--- config.mk ---
export PLATFORM = sky130hd
export DESIGN_NAME = muldiv_unit_flat
export DESIGN_NICKNAME = d
export VERILOG_FILES = /design/src/rtl/muldiv_unit_if.sv /design/src/rtl/muldiv_unit.sv /design/src/flat_wrapper.sv
export SDC_FILE = /design/constraint.sdc
export NUM_CORES = 1
export LEC_CHECK = 0
export CAP_MARGIN = 25
export CORE_ASPECT_RATIO = 1.2
export CORE_UTILIZATION = 35
export CTS_CLUSTER_SIZE = 28
export DETAILED_ROUTE_END_ITERATION = 6
export DONT_BUFFER_PORTS = 1
export GPL_TIMING_DRIVEN = 0
export PLACE_DENSITY_LB_ADDON = 0.12
export SYNTH_ARGS = -nofsm -noshare
export SYNTH_HDL_FRONTEND = slang
export SYNTH_SLANG_ARGS = --single-unit
--- constraint.sdc ---
create_clock -name clk -period 4.15 [get_ports clk]
set_input_delay 0.2075 -clock clk [delete_from_list [all_inputs] [get_ports clk]]
set_output_delay 0.2075 -clock clk [all_outputs]
set_load 0.005 [all_outputs]
--- src/rtl/muldiv_unit_if.sv ---
// rtl/muldiv_unit_if.sv - start/busy/done request bus for the iterative multiply/divide unit
interface muldiv_unit_if #(
  parameter int WIDTH = 32
);
  logic             start;
  logic [1:0]       op;
  logic [WIDTH-1:0] a;
  logic [WIDTH-1:0] b;
  logic             busy;
  logic             done;
  logic             div0;
  logic [WIDTH-1:0] hi;
  logic [WIDTH-1:0] lo;

  modport master (output start, op, a, b, input busy, done, div0, hi, lo);
  modport slave  (input start, op, a, b, output busy, done, div0, hi, lo);
endinterface

--- src/rtl/muldiv_unit.sv ---
// rtl/muldiv_unit.sv - iterative radix-2 MULT/MULTU/DIV/DIVU unit with HI/LO result registers
module muldiv_unit #(
  parameter int WIDTH = 32
) (
  input  logic         clk,
  input  logic         rst_n,
  muldiv_unit_if.slave bus
);
  localparam int CW = $clog2(WIDTH + 1);
  localparam logic [CW-1:0] LAST = CW'(WIDTH - 1);

  typedef enum logic [1:0] {S_IDLE, S_CALC, S_FIX} state_t;

  state_t             state_q;
  logic [1:0]         op_q;
  logic [WIDTH-1:0]   a_q;
  logic [WIDTH-1:0]   mag_b_q;
  logic [2*WIDTH:0]   acc_q;
  logic [2*WIDTH:0]   acc_d;
  logic [CW-1:0]      cnt_q;
  logic               qneg_q;
  logic               rneg_q;
  logic               bzero_q;
  logic               busy_q;
  logic               done_q;
  logic               div0_q;
  logic [WIDTH-1:0]   hi_q;
  logic [WIDTH-1:0]   lo_q;
  logic [WIDTH-1:0]   hi_d;
  logic [WIDTH-1:0]   lo_d;
  logic               div0_d;

  logic               a_neg;
  logic               b_neg;
  logic [WIDTH-1:0]   mag_a;
  logic [WIDTH-1:0]   mag_b;

  logic [WIDTH-1:0]   addend;
  logic [WIDTH:0]     mul_sum;
  logic [WIDTH:0]     div_rem;
  logic [WIDTH:0]     div_trial;
  logic               div_ge;
  logic [2*WIDTH-1:0] prod_fix;
  logic [WIDTH-1:0]   quo;
  logic [WIDTH-1:0]   rem;

  // Operands are reduced to magnitudes at acceptance; signs are re-applied at FIX.
  always_comb begin
    a_neg = bus.op[0] & bus.a[WIDTH-1];
    b_neg = bus.op[0] & bus.b[WIDTH-1];
    mag_a = a_neg ? -bus.a : bus.a;
    mag_b = b_neg ? -bus.b : bus.b;
  end

  // Multiply: the low half holds the remaining multiplier bits and shifts right.
  // Divide: the upper W+1 bits hold the partial remainder, quotient bits enter at the bottom.
  always_comb begin
    addend    = acc_q[0] ? mag_b_q : '0;
    mul_sum   = acc_q[2*WIDTH:WIDTH] + {1'b0, addend};
    div_rem   = acc_q[2*WIDTH-1:WIDTH-1];
    div_ge    = div_rem >= {1'b0, mag_b_q};
    div_trial = div_rem - {1'b0, mag_b_q};
    acc_d     = {1'b0, mul_sum, acc_q[WIDTH-1:1]};
    if (op_q[1]) begin
      acc_d = div_ge ? {div_trial, acc_q[WIDTH-2:0], 1'b1} : {acc_q[2*WIDTH-1:0], 1'b0};
    end
  end

  always_comb begin
    prod_fix = qneg_q ? -acc_q[2*WIDTH-1:0] : acc_q[2*WIDTH-1:0];
    quo      = qneg_q ? -acc_q[WIDTH-1:0] : acc_q[WIDTH-1:0];
    rem      = rneg_q ? -acc_q[2*WIDTH-1:WIDTH] : acc_q[2*WIDTH-1:WIDTH];
    hi_d     = prod_fix[2*WIDTH-1:WIDTH];
    lo_d     = prod_fix[WIDTH-1:0];
    div0_d   = 1'b0;
    if (op_q[1]) begin
      if (bzero_q) begin
        hi_d   = a_q;
        lo_d   = '1;
        div0_d = 1'b1;
      end else begin
        hi_d   = rem;
        lo_d   = quo;
      end
    end
  end

  always_ff @(posedge clk or negedge rst_n) begin
    if (!rst_n) begin
      state_q <= S_IDLE;
      op_q    <= '0;
      a_q     <= '0;
      mag_b_q <= '0;
      acc_q   <= '0;
      cnt_q   <= '0;
      qneg_q  <= 1'b0;
      rneg_q  <= 1'b0;
      bzero_q <= 1'b0;
      busy_q  <= 1'b0;
      done_q  <= 1'b0;
      div0_q  <= 1'b0;
      hi_q    <= '0;
      lo_q    <= '0;
    end else begin
      case (state_q)
        S_IDLE: begin
          done_q <= 1'b0;
          if (bus.start) begin
            op_q    <= bus.op;
            a_q     <= bus.a;
            mag_b_q <= mag_b;
            acc_q   <= {{(WIDTH+1){1'b0}}, mag_a};
            qneg_q  <= a_neg ^ b_neg;
            rneg_q  <= a_neg & bus.op[1];
            bzero_q <= (bus.b == '0);
            cnt_q   <= '0;
            busy_q  <= 1'b1;
            state_q <= S_CALC;
          end
        end
        S_CALC: begin
          acc_q <= acc_d;
          cnt_q <= cnt_q + CW'(1);
          if (cnt_q == LAST) begin
            state_q <= S_FIX;
          end
        end
        S_FIX: begin
          hi_q    <= hi_d;
          lo_q    <= lo_d;
          div0_q  <= div0_d;
          done_q  <= 1'b1;
          busy_q  <= 1'b0;
          state_q <= S_IDLE;
        end
        default: state_q <= S_IDLE;
      endcase
    end
  end

  assign bus.busy = busy_q;
  assign bus.done = done_q;
  assign bus.div0 = div0_q;
  assign bus.hi   = hi_q;
  assign bus.lo   = lo_q;
endmodule
--- src/flat_wrapper.sv ---
// flat-port wrapper written by rule: the top's interface ports become plain ports
module muldiv_unit_flat 
#(
  parameter int WIDTH = 32
)
  (clk, rst_n, bus_start, bus_op, bus_a, bus_b, bus_busy, bus_done, bus_div0, bus_hi, bus_lo);
  muldiv_unit_if #(.WIDTH(WIDTH)) bus_i ();
  input  logic clk;
  input  logic rst_n;
  input wire logic [$bits(bus_i.start)-1:0] bus_start;
  input wire logic [$bits(bus_i.op)-1:0] bus_op;
  input wire logic [$bits(bus_i.a)-1:0] bus_a;
  input wire logic [$bits(bus_i.b)-1:0] bus_b;
  output wire logic [$bits(bus_i.busy)-1:0] bus_busy;
  output wire logic [$bits(bus_i.done)-1:0] bus_done;
  output wire logic [$bits(bus_i.div0)-1:0] bus_div0;
  output wire logic [$bits(bus_i.hi)-1:0] bus_hi;
  output wire logic [$bits(bus_i.lo)-1:0] bus_lo;
  assign bus_i.start = bus_start;
  assign bus_i.op = bus_op;
  assign bus_i.a = bus_a;
  assign bus_i.b = bus_b;
  assign bus_busy = bus_i.busy;
  assign bus_done = bus_i.done;
  assign bus_div0 = bus_i.div0;
  assign bus_hi = bus_i.hi;
  assign bus_lo = bus_i.lo;
  muldiv_unit #(.WIDTH(WIDTH)) u_core (.clk(clk), .rst_n(rst_n), .bus(bus_i));
endmodule
==> results of run 1 <==
## sequential cells by signal (all words and copies together) (netlist names)
name	flops
u_core.bus.hi	32
u_core.cnt_q	6
u_core.rneg_q	1
u_core.bus.busy	1
u_core.bus.div0	1
u_core.bus.done	1
u_core.a_q	32
u_core.mag_b_q	32
u_core.qneg_q	1
u_core.bzero_q	1
u_core.acc_q	65
u_core.op_q	1
u_core.state_q	2
u_core.bus.lo	32
## synthesized netlist by cell type, types with 27 or more instances
cell / number / share of area, %
xor2_1: 102 / 5.5
nor3_1: 36 / 1.1
mux2i_1: 67 / 4.1
nand2_1: 345 / 7.9
o21ai_0: 220 / 6.8
a21o_1: 35 / 1.6
a21oi_1: 154 / 4.7
o21ai_1: 29 / 0.89
nor2_1: 162 / 3.7
o31ai_1: 27 / 1.2
clkbuf_1: 118 / 2.7
nand3_1: 31 / 0.95
inv_1: 64 / 1.5
dfrtp_1: 208 / 32
xnor2_1: 95 / 5.1
ha_1: 69 / 5.3
## stage by stage
step | setup WS, ns | TNS [ns] | instances | hold slack, ns
after global placement | -0.438 | -2.41 | 2701 | -0.0794
after floorplan | 0.985 | 0 | 2085 | -0.0881
after CTS | 0.0116 | 0 | 2816 | -0.665
after detailed placement | -0.468 | -1.86 | 2702 | -0.0791
final | 0.179 | 0 | 2817 | -0.644
after global routing | 0.00221 | 0 | 2816 | -0.661
## routing by layer
layer,wire length [um],vias up,global-route usage (%)
met3,3340,115,3.14
li1,-,7519,-
met2,32900,472,49.6
met4,2330,2,9.98
met5,12,-,0
met1,26700,7658,33.1
## cell type report
class	instances	area [sq um]	share of cell area (%)
well taps	616	771	4.15
clock buffers	37	721	3.88
plain buffers	135	531	2.86
inverters	65	248	1.33
repair buffers	76	746	4.01
diodes	1	2.50	0.0135
clock inverters	2	10.0	0.0539
flip-flops and latches	208	5210	28.0
multi-input cells	1677	10300	55.7
## where the power goes
part	switching (mW)	total (mW)	internal, mW
clock	0.909	2.09	1.18
sequential	0.823	3.60	2.78
combinational	6.67	10.8	4.12
total	8.40	16.5	8.08
## logic make-up after synthesis
kind of cell	share of synthesized area, %
muxes	5.08
xor gates and xnor gates	10.6
adders and majority gates	5.55
and+or+nand+nor	20.0
buffers and inverters	4.69
DFF	32.0
AOI/OAI and AO/OA	22.2
## worst min path at each step
stage / slack (ns) / endpoint / cells after the start / start
4_1_cts: -0.66 / u_core.bus.hi[9]$_DFFE_PN0P_ / 0 / rst_n
3_5_place_dp: -0.08 / u_core.bus.hi[9]$_DFFE_PN0P_ / 0 / rst_n
6_report: -0.64 / u_core.bus.hi[9]$_DFFE_PN0P_ / 0 / rst_n
5_1_grt: -0.66 / u_core.bus.hi[9]$_DFFE_PN0P_ / 0 / rst_n
2_1_floorplan: -0.09 / u_core.a_q[0]$_DFFE_PN0P_ / 0 / rst_n
3_3_place_gp: -0.08 / u_core.bus.hi[9]$_DFFE_PN0P_ / 0 / rst_n
## worst reg2reg max path, delay by kind of cell, from the launching register on
family,cells,cell delay [ns]
buffers and inverters,2,0.73
adder cells (fa/ha/maj),1,0.30
flip-flops,1,0.53
AND/OR/NAND/NOR,4,0.87
AO/OA/AOI/OAI,5,1.43
## timing repair
| item | CTS | global route |
|---|---|---|
| resized for setup | 6 | 7 |
| setup buffers | 4 | 0 |
| pin swaps | 2 | 0 |
| hold endpoints to repair | 300 | 208 |
| setup endpoints to repair | 16 | 7 |
==> impl_metrics.env, run 1 <==
export IMPL_syn_num_nets=2225
export IMPL_report_final_slew_viol_count=0
export IMPL_cts_tree="built"
export IMPL_fmax_mhz=252
export IMPL_startpoint="u_core.acc_q[31]$_DFFE_PN0P_"
export IMPL_cp_top_family="compound AO/OA/AOI/OAI gates"
export IMPL_area_growth_pct=14.0
export IMPL_slowest_delay_ns=0.53
export IMPL_fin_nets=2328
export IMPL_clk_latency_ns=0.55
export IMPL_crit_chain="inv_1, ha_1, nor2b_1, o31a_1, o31ai_1, o211ai_1, nand2_1, a211oi_2, nor2_1, clkdlybuf4s15_2, nand3b_1, a32o_1"
export IMPL_fin_crit_ns=3.97
export IMPL_grt_start_max_net_pins=209
export IMPL_start_util_pct=35.5
export IMPL_violations="negative hold slack"
export IMPL_vdd_drop_max_v=0.000313
export IMPL_core_sq_um=45900
export IMPL_placement_io_buffers=0
export IMPL_hp_class="in -> async"
export IMPL_antenna_left=0
export IMPL_ios=136
export IMPL_tightestPinTransition_ns=1.03
export IMPL_yosys_warnings=0
export IMPL_criticalPathCategory="reg -> reg"
export IMPL_via_per_inst=5.60
export IMPL_drt_pass1_iterations=5
export IMPL_hold_buffers=71
export IMPL_cts_path_max_buffers=3
export IMPL_slew_headroom_pct=30.6
export IMPL_worst_hold_slack_ns=-0.644
export IMPL_clkSlewWorstSetupHoldPaths_ns=0.06
export IMPL_die_width_um=199
export IMPL_die_h_um=238
export IMPL_p_total_mw=16.5
export IMPL_crit_buf_inv=2
export IMPL_num_rows=86
export IMPL_drv_cap=0
export IMPL_wl_per_cell_um=23.2
export IMPL_htree_levels=1
export IMPL_grt_pass1_wl_um=97700
export IMPL_gp_congestion=0.965
export IMPL_cts_sinks=208
export IMPL_status="finished with violations"
export IMPL_cp_endpoint="u_core.acc_q[61]$_DFFE_PN0P_"
export IMPL_grt_antenna_before_repair=2
export IMPL_critPathLaunchType="register"
export IMPL_cp_end_kind="register"
export IMPL_layout_drive_gt1_share_pct=4.36
export IMPL_stdcell_area_sq_um=18600
export IMPL_fin_util_pct=40.4
export IMPL_yosysSeqAreaShare_pct=32.0
export IMPL_r2r_slack_ns=0.18
export IMPL_cts_root_buf="clkbuf_16"
export IMPL_post_route_period_util_pct=95.7
export IMPL_drc=0
export IMPL_synth_avg_cell_area_sq_um=7.81
export IMPL_first_iter_violations=887
export IMPL_p_leak_nw=7.86
export IMPL_setup_viol=0
export IMPL_cts_made_buffers=25
export IMPL_synth_area_sq_um=16300
export IMPL_synth_cells=2085
export IMPL_die_area_sq_um=47400
export IMPL_ff2ff_path_depth=12
export IMPL_grt_overflow=0
export IMPL_hpwl_um=49800
export IMPL_r2r_end="u_core.acc_q[61]$_DFFE_PN0P_"
export IMPL_wirelength_um=65300
export IMPL_fillers=4910
export IMPL_fin_worst_skew_ns=0.0192
export IMPL_cp_data_arrival_time_ns=4.40
export IMPL_crit_fanout=10
export IMPL_mostFrequentLayoutCells="nand2_1 (345), o21ai_0 (219), dfrtp_1 (207), nor2_1 (162), a21oi_1 (154)"
export IMPL_rsz0062_at_grt="false"
export IMPL_final_common_cell="nand2_1"
export IMPL_synth_seq_cells=208
export IMPL_cp_slowest_cell="dfrtp_1"
export IMPL_p_per_area_nw_per_um2=887
export IMPL_hold_viol=208
export IMPL_synth_main_ff_cell="dfrtp_1"
export IMPL_cp_depth=12
export IMPL_synth_edf_count=0
export IMPL_regToRegStartpoint="u_core.acc_q[31]$_DFFE_PN0P_"
export IMPL_vias=15800
export IMPL_cp_required_ns=4.58
export IMPL_grt_total_usage_pct=27.5
export IMPL_grt_pass1_vias=15700
export IMPL_place_area_sq_um=17100
export IMPL_synthArstFlopShare_pct=100
export IMPL_ys_types=69
No activity file was read; power rests on OpenSTA's default activity.
==> inputs of run 2 (changes only) <==
--- a/config.mk
+++ b/config.mk
@@ -12,7 +12,10 @@
 export DETAILED_ROUTE_END_ITERATION = 6
 export DONT_BUFFER_PORTS = 1
 export GPL_TIMING_DRIVEN = 0
+export MAX_ROUTING_LAYER = met4
 export PLACE_DENSITY_LB_ADDON = 0.12
+export RECOVER_POWER = 50
+export SETUP_SLACK_MARGIN = 0.2
 export SYNTH_ARGS = -nofsm -noshare
 export SYNTH_HDL_FRONTEND = slang
 export SYNTH_SLANG_ARGS = --single-unit
==> run 2 against run 1 <==
Effect of this change:
- the flow still finishes with violations (negative hold slack)
- wire length up 1.1%
- flip-flop and latch count unchanged
- via count up 0.85%
- register-to-register slack better by 0.13 ns
- first-iteration DRC count up 9.2%
- cell area up 1.5%
- die area unchanged
- total power up 3.0%
- hold slack worse by 0.012 ns
- largest power group unchanged
==> impl_metrics.env, run 2 (synthesis gave the netlist of run 1 again) <==
export IMPL_status="finished with violations"
export IMPL_violations="negative hold slack"
export IMPL_die_h_um=238
export IMPL_drv_cap=0
export IMPL_vdd_drop_max_v=0.000316
export IMPL_first_iter_violations=969
export IMPL_cp_end_kind="register"
export IMPL_hold_viol=208
export IMPL_grt_start_max_net_pins=209
export IMPL_clk_latency_ns=0.57
export IMPL_criticalPathCategory="reg -> reg"
export IMPL_p_per_area_nw_per_um2=900
export IMPL_setup_viol=0
export IMPL_post_place_cells=2702
export IMPL_layout_drive_gt1_share_pct=5.33
export IMPL_final_common_cell="nand2_1"
export IMPL_tightestPinTransition_ns=1.02
export IMPL_cp_slowest_cell="dfrtp_1"
export IMPL_crit_chain="ha_1, inv_1, fa_1, nand2b_1, a21o_1, a21oi_2, o211ai_1, buf_4, a211oi_2, o2111ai_2, a41oi_2, mux2i_1, o211ai_1"
export IMPL_via_per_inst=5.62
export IMPL_start_util_pct=35.5
export IMPL_ios=136
export IMPL_p_int_mw=8.50
export IMPL_grt_antenna_before_repair=2
export IMPL_critPathLaunchType="register"
export IMPL_fmax_mhz=261
export IMPL_p_leak_nw=7.99
export IMPL_seqPwrFrac_pct=21.1
export IMPL_slew_headroom_pct=31.7
export IMPL_place_area_sq_um=17100
export IMPL_fin_crit_ns=3.84
export IMPL_crit_fanout=11
export IMPL_slowest_delay_ns=0.68
export IMPL_cp_required_ns=4.59
export IMPL_cts_root_buf="clkbuf_16"
export IMPL_rsz0062_at_grt="true"
export IMPL_fin_nets=2333
export IMPL_finalSetupTns_ns=0
export IMPL_wl_per_cell_um=23.3
export IMPL_die_width_um=199
export IMPL_post_route_period_util_pct=92.4
export IMPL_cts_sinks=208
export IMPL_antenna_left=0
export IMPL_mostFrequentLayoutCells="nand2_1 (345), o21ai_0 (217), dfrtp_1 (207), nor2_1 (162), a21oi_1 (152)"
export IMPL_use_met1_pct=33.4
export IMPL_ff2ff_path_depth=13
export IMPL_netSwitchingPower_mw=8.48
export IMPL_die_area_sq_um=47400
export IMPL_worst_hold_slack_ns=-0.656
export IMPL_placement_io_buffers=0
export IMPL_busiest_layer="met2"
export IMPL_grt_overflow=0
export IMPL_largest_reg_flops=65
export IMPL_report_final_slew_viol_count=0
export IMPL_stdcell_area_sq_um=18900
export IMPL_clkSlewWorstSetupHoldPaths_ns=0.06
export IMPL_r2r_end="u_core.acc_q[63]$_DFFE_PN0P_"
export IMPL_p_clk_share_pct=15.2
export IMPL_r2r_slack_ns=0.31
export IMPL_groute_layer_met2_usage_pct=50.2
export IMPL_cts_tree="built"
export IMPL_largest_register="u_core.acc_q"
export IMPL_vias=15900
export IMPL_grt_pass1_wl_um=99500
export IMPL_cp_data_arrival_time_ns=4.27
export IMPL_swShare_pct=49.9
export IMPL_drt_pass1_iterations=5
export IMPL_area_growth_pct=15.8
export IMPL_hold_buffers=71
export IMPL_hp_class="in -> async"
export IMPL_power_frac_comb_pct=63.7
export IMPL_drc=0
export IMPL_hpwl_um=50300
export IMPL_grt_total_usage_pct=28.7
export IMPL_fin_worst_skew_ns=0.0246
export IMPL_p_total_mw=17.0
export IMPL_wirelength_um=66000
export IMPL_grt_pass1_vias=15900
export IMPL_fin_cells=2830
export IMPL_htree_levels=1
export IMPL_num_rows=86
export IMPL_core_sq_um=45900
export IMPL_cpMostUsedCell="o211ai_1"
export IMPL_gp_congestion=0.941
export IMPL_cts_made_buffers=27
export IMPL_grt_use_met3_pct=3.66
export IMPL_regToRegStartpoint="u_core.acc_q[32]$_DFFE_PN0P_"
export IMPL_cts_path_max_buffers=3
[run 2: area by class of cell]
| type | count | area, sq um |
|---|---|---|
| Timing Repair Buffer | 79 | 769 |
| Tap cell | 616 | 771 |
| Fill cell | 4858 | 27100 |
| Buffer | 135 | 526 |
| Clock buffer | 39 | 801 |
| Clock inverter | 9 | 160 |
| Sequential cell | 208 | 5210 |
| Antenna cell | 2 | 5.00 |
| Multi-Input combinational cell | 1677 | 10400 |
| Inverter | 65 | 248 |
[run 2: layer usage]
layer / wire, um / vias to the layer above
met3: 3170 / 116
met2: 33600 / 422
li1: - / 7530
met1: 26900 / 7832
met5: 0 / -
met4: 2420 / 0
[run 2: power groups by stage]
stage	registers (mW)	clock network [mW]	logic [mW]
global route	3.68	2.70	11.9
finish	3.58	2.57	10.8
CTS	3.59	2.63	10.7
detailed placement	3.61	0	10.5
global placement	3.60	0	10.5
floorplan	3.27	0	7.72
[run 2: repair_timing]
item / CTS / global route
setup endpoints to repair: 20 / 21
hold endpoints to repair: 304 / 208
buffers inserted: 3 / 2
resized for setup: 12 / 12
pin swaps: 1 / 0
[run 2: worst max-delay path by stage]
| stage | start | end | cells past startpoint |
|---|---|---|---|
| finish | u_core.acc_q[32]$_DFFE_PN0P_ | u_core.acc_q[63]$_DFFE_PN0P_ | 13 |
| global route | u_core.acc_q[32]$_DFFE_PN0P_ | u_core.acc_q[63]$_DFFE_PN0P_ | 13 |
| CTS | u_core.acc_q[0]$_DFFE_PN0P_ | u_core.acc_q[63]$_DFFE_PN0P_ | 16 |
| detailed placement | u_core.acc_q[0]$_DFFE_PN0P_ | u_core.acc_q[63]$_DFFE_PN0P_ | 13 |
| global placement | u_core.acc_q[0]$_DFFE_PN0P_ | u_core.acc_q[55]$_DFFE_PN0P_ | 13 |
| floorplan | u_core.acc_q[0]$_DFFE_PN0P_ | u_core.acc_q[59]$_DFFE_PN0P_ | 13 |
[run 2: critical path, delay by kind of cell (launching register included)]
family | cells | cell delay, ns
AOI/OAI and AO/OA | 7 | 1.64
muxes | 1 | 0.23
and+or+nand+nor | 1 | 0.21
adders and majority gates | 2 | 0.70
DFF | 1 | 0.68
buffers and inverters | 2 | 0.24
[run 2: stage by stage]
stage                     hold slack [ns]  worst slack, ns  util [%]
after floorplan                   -0.0881            0.985         -
after global placement            -0.0799           -0.559      37.1
after detailed placement          -0.0795           -0.520      37.1
after CTS                          -0.682            0.176      40.9
after global routing               -0.680            0.172      41.0
final                              -0.656            0.314      41.0
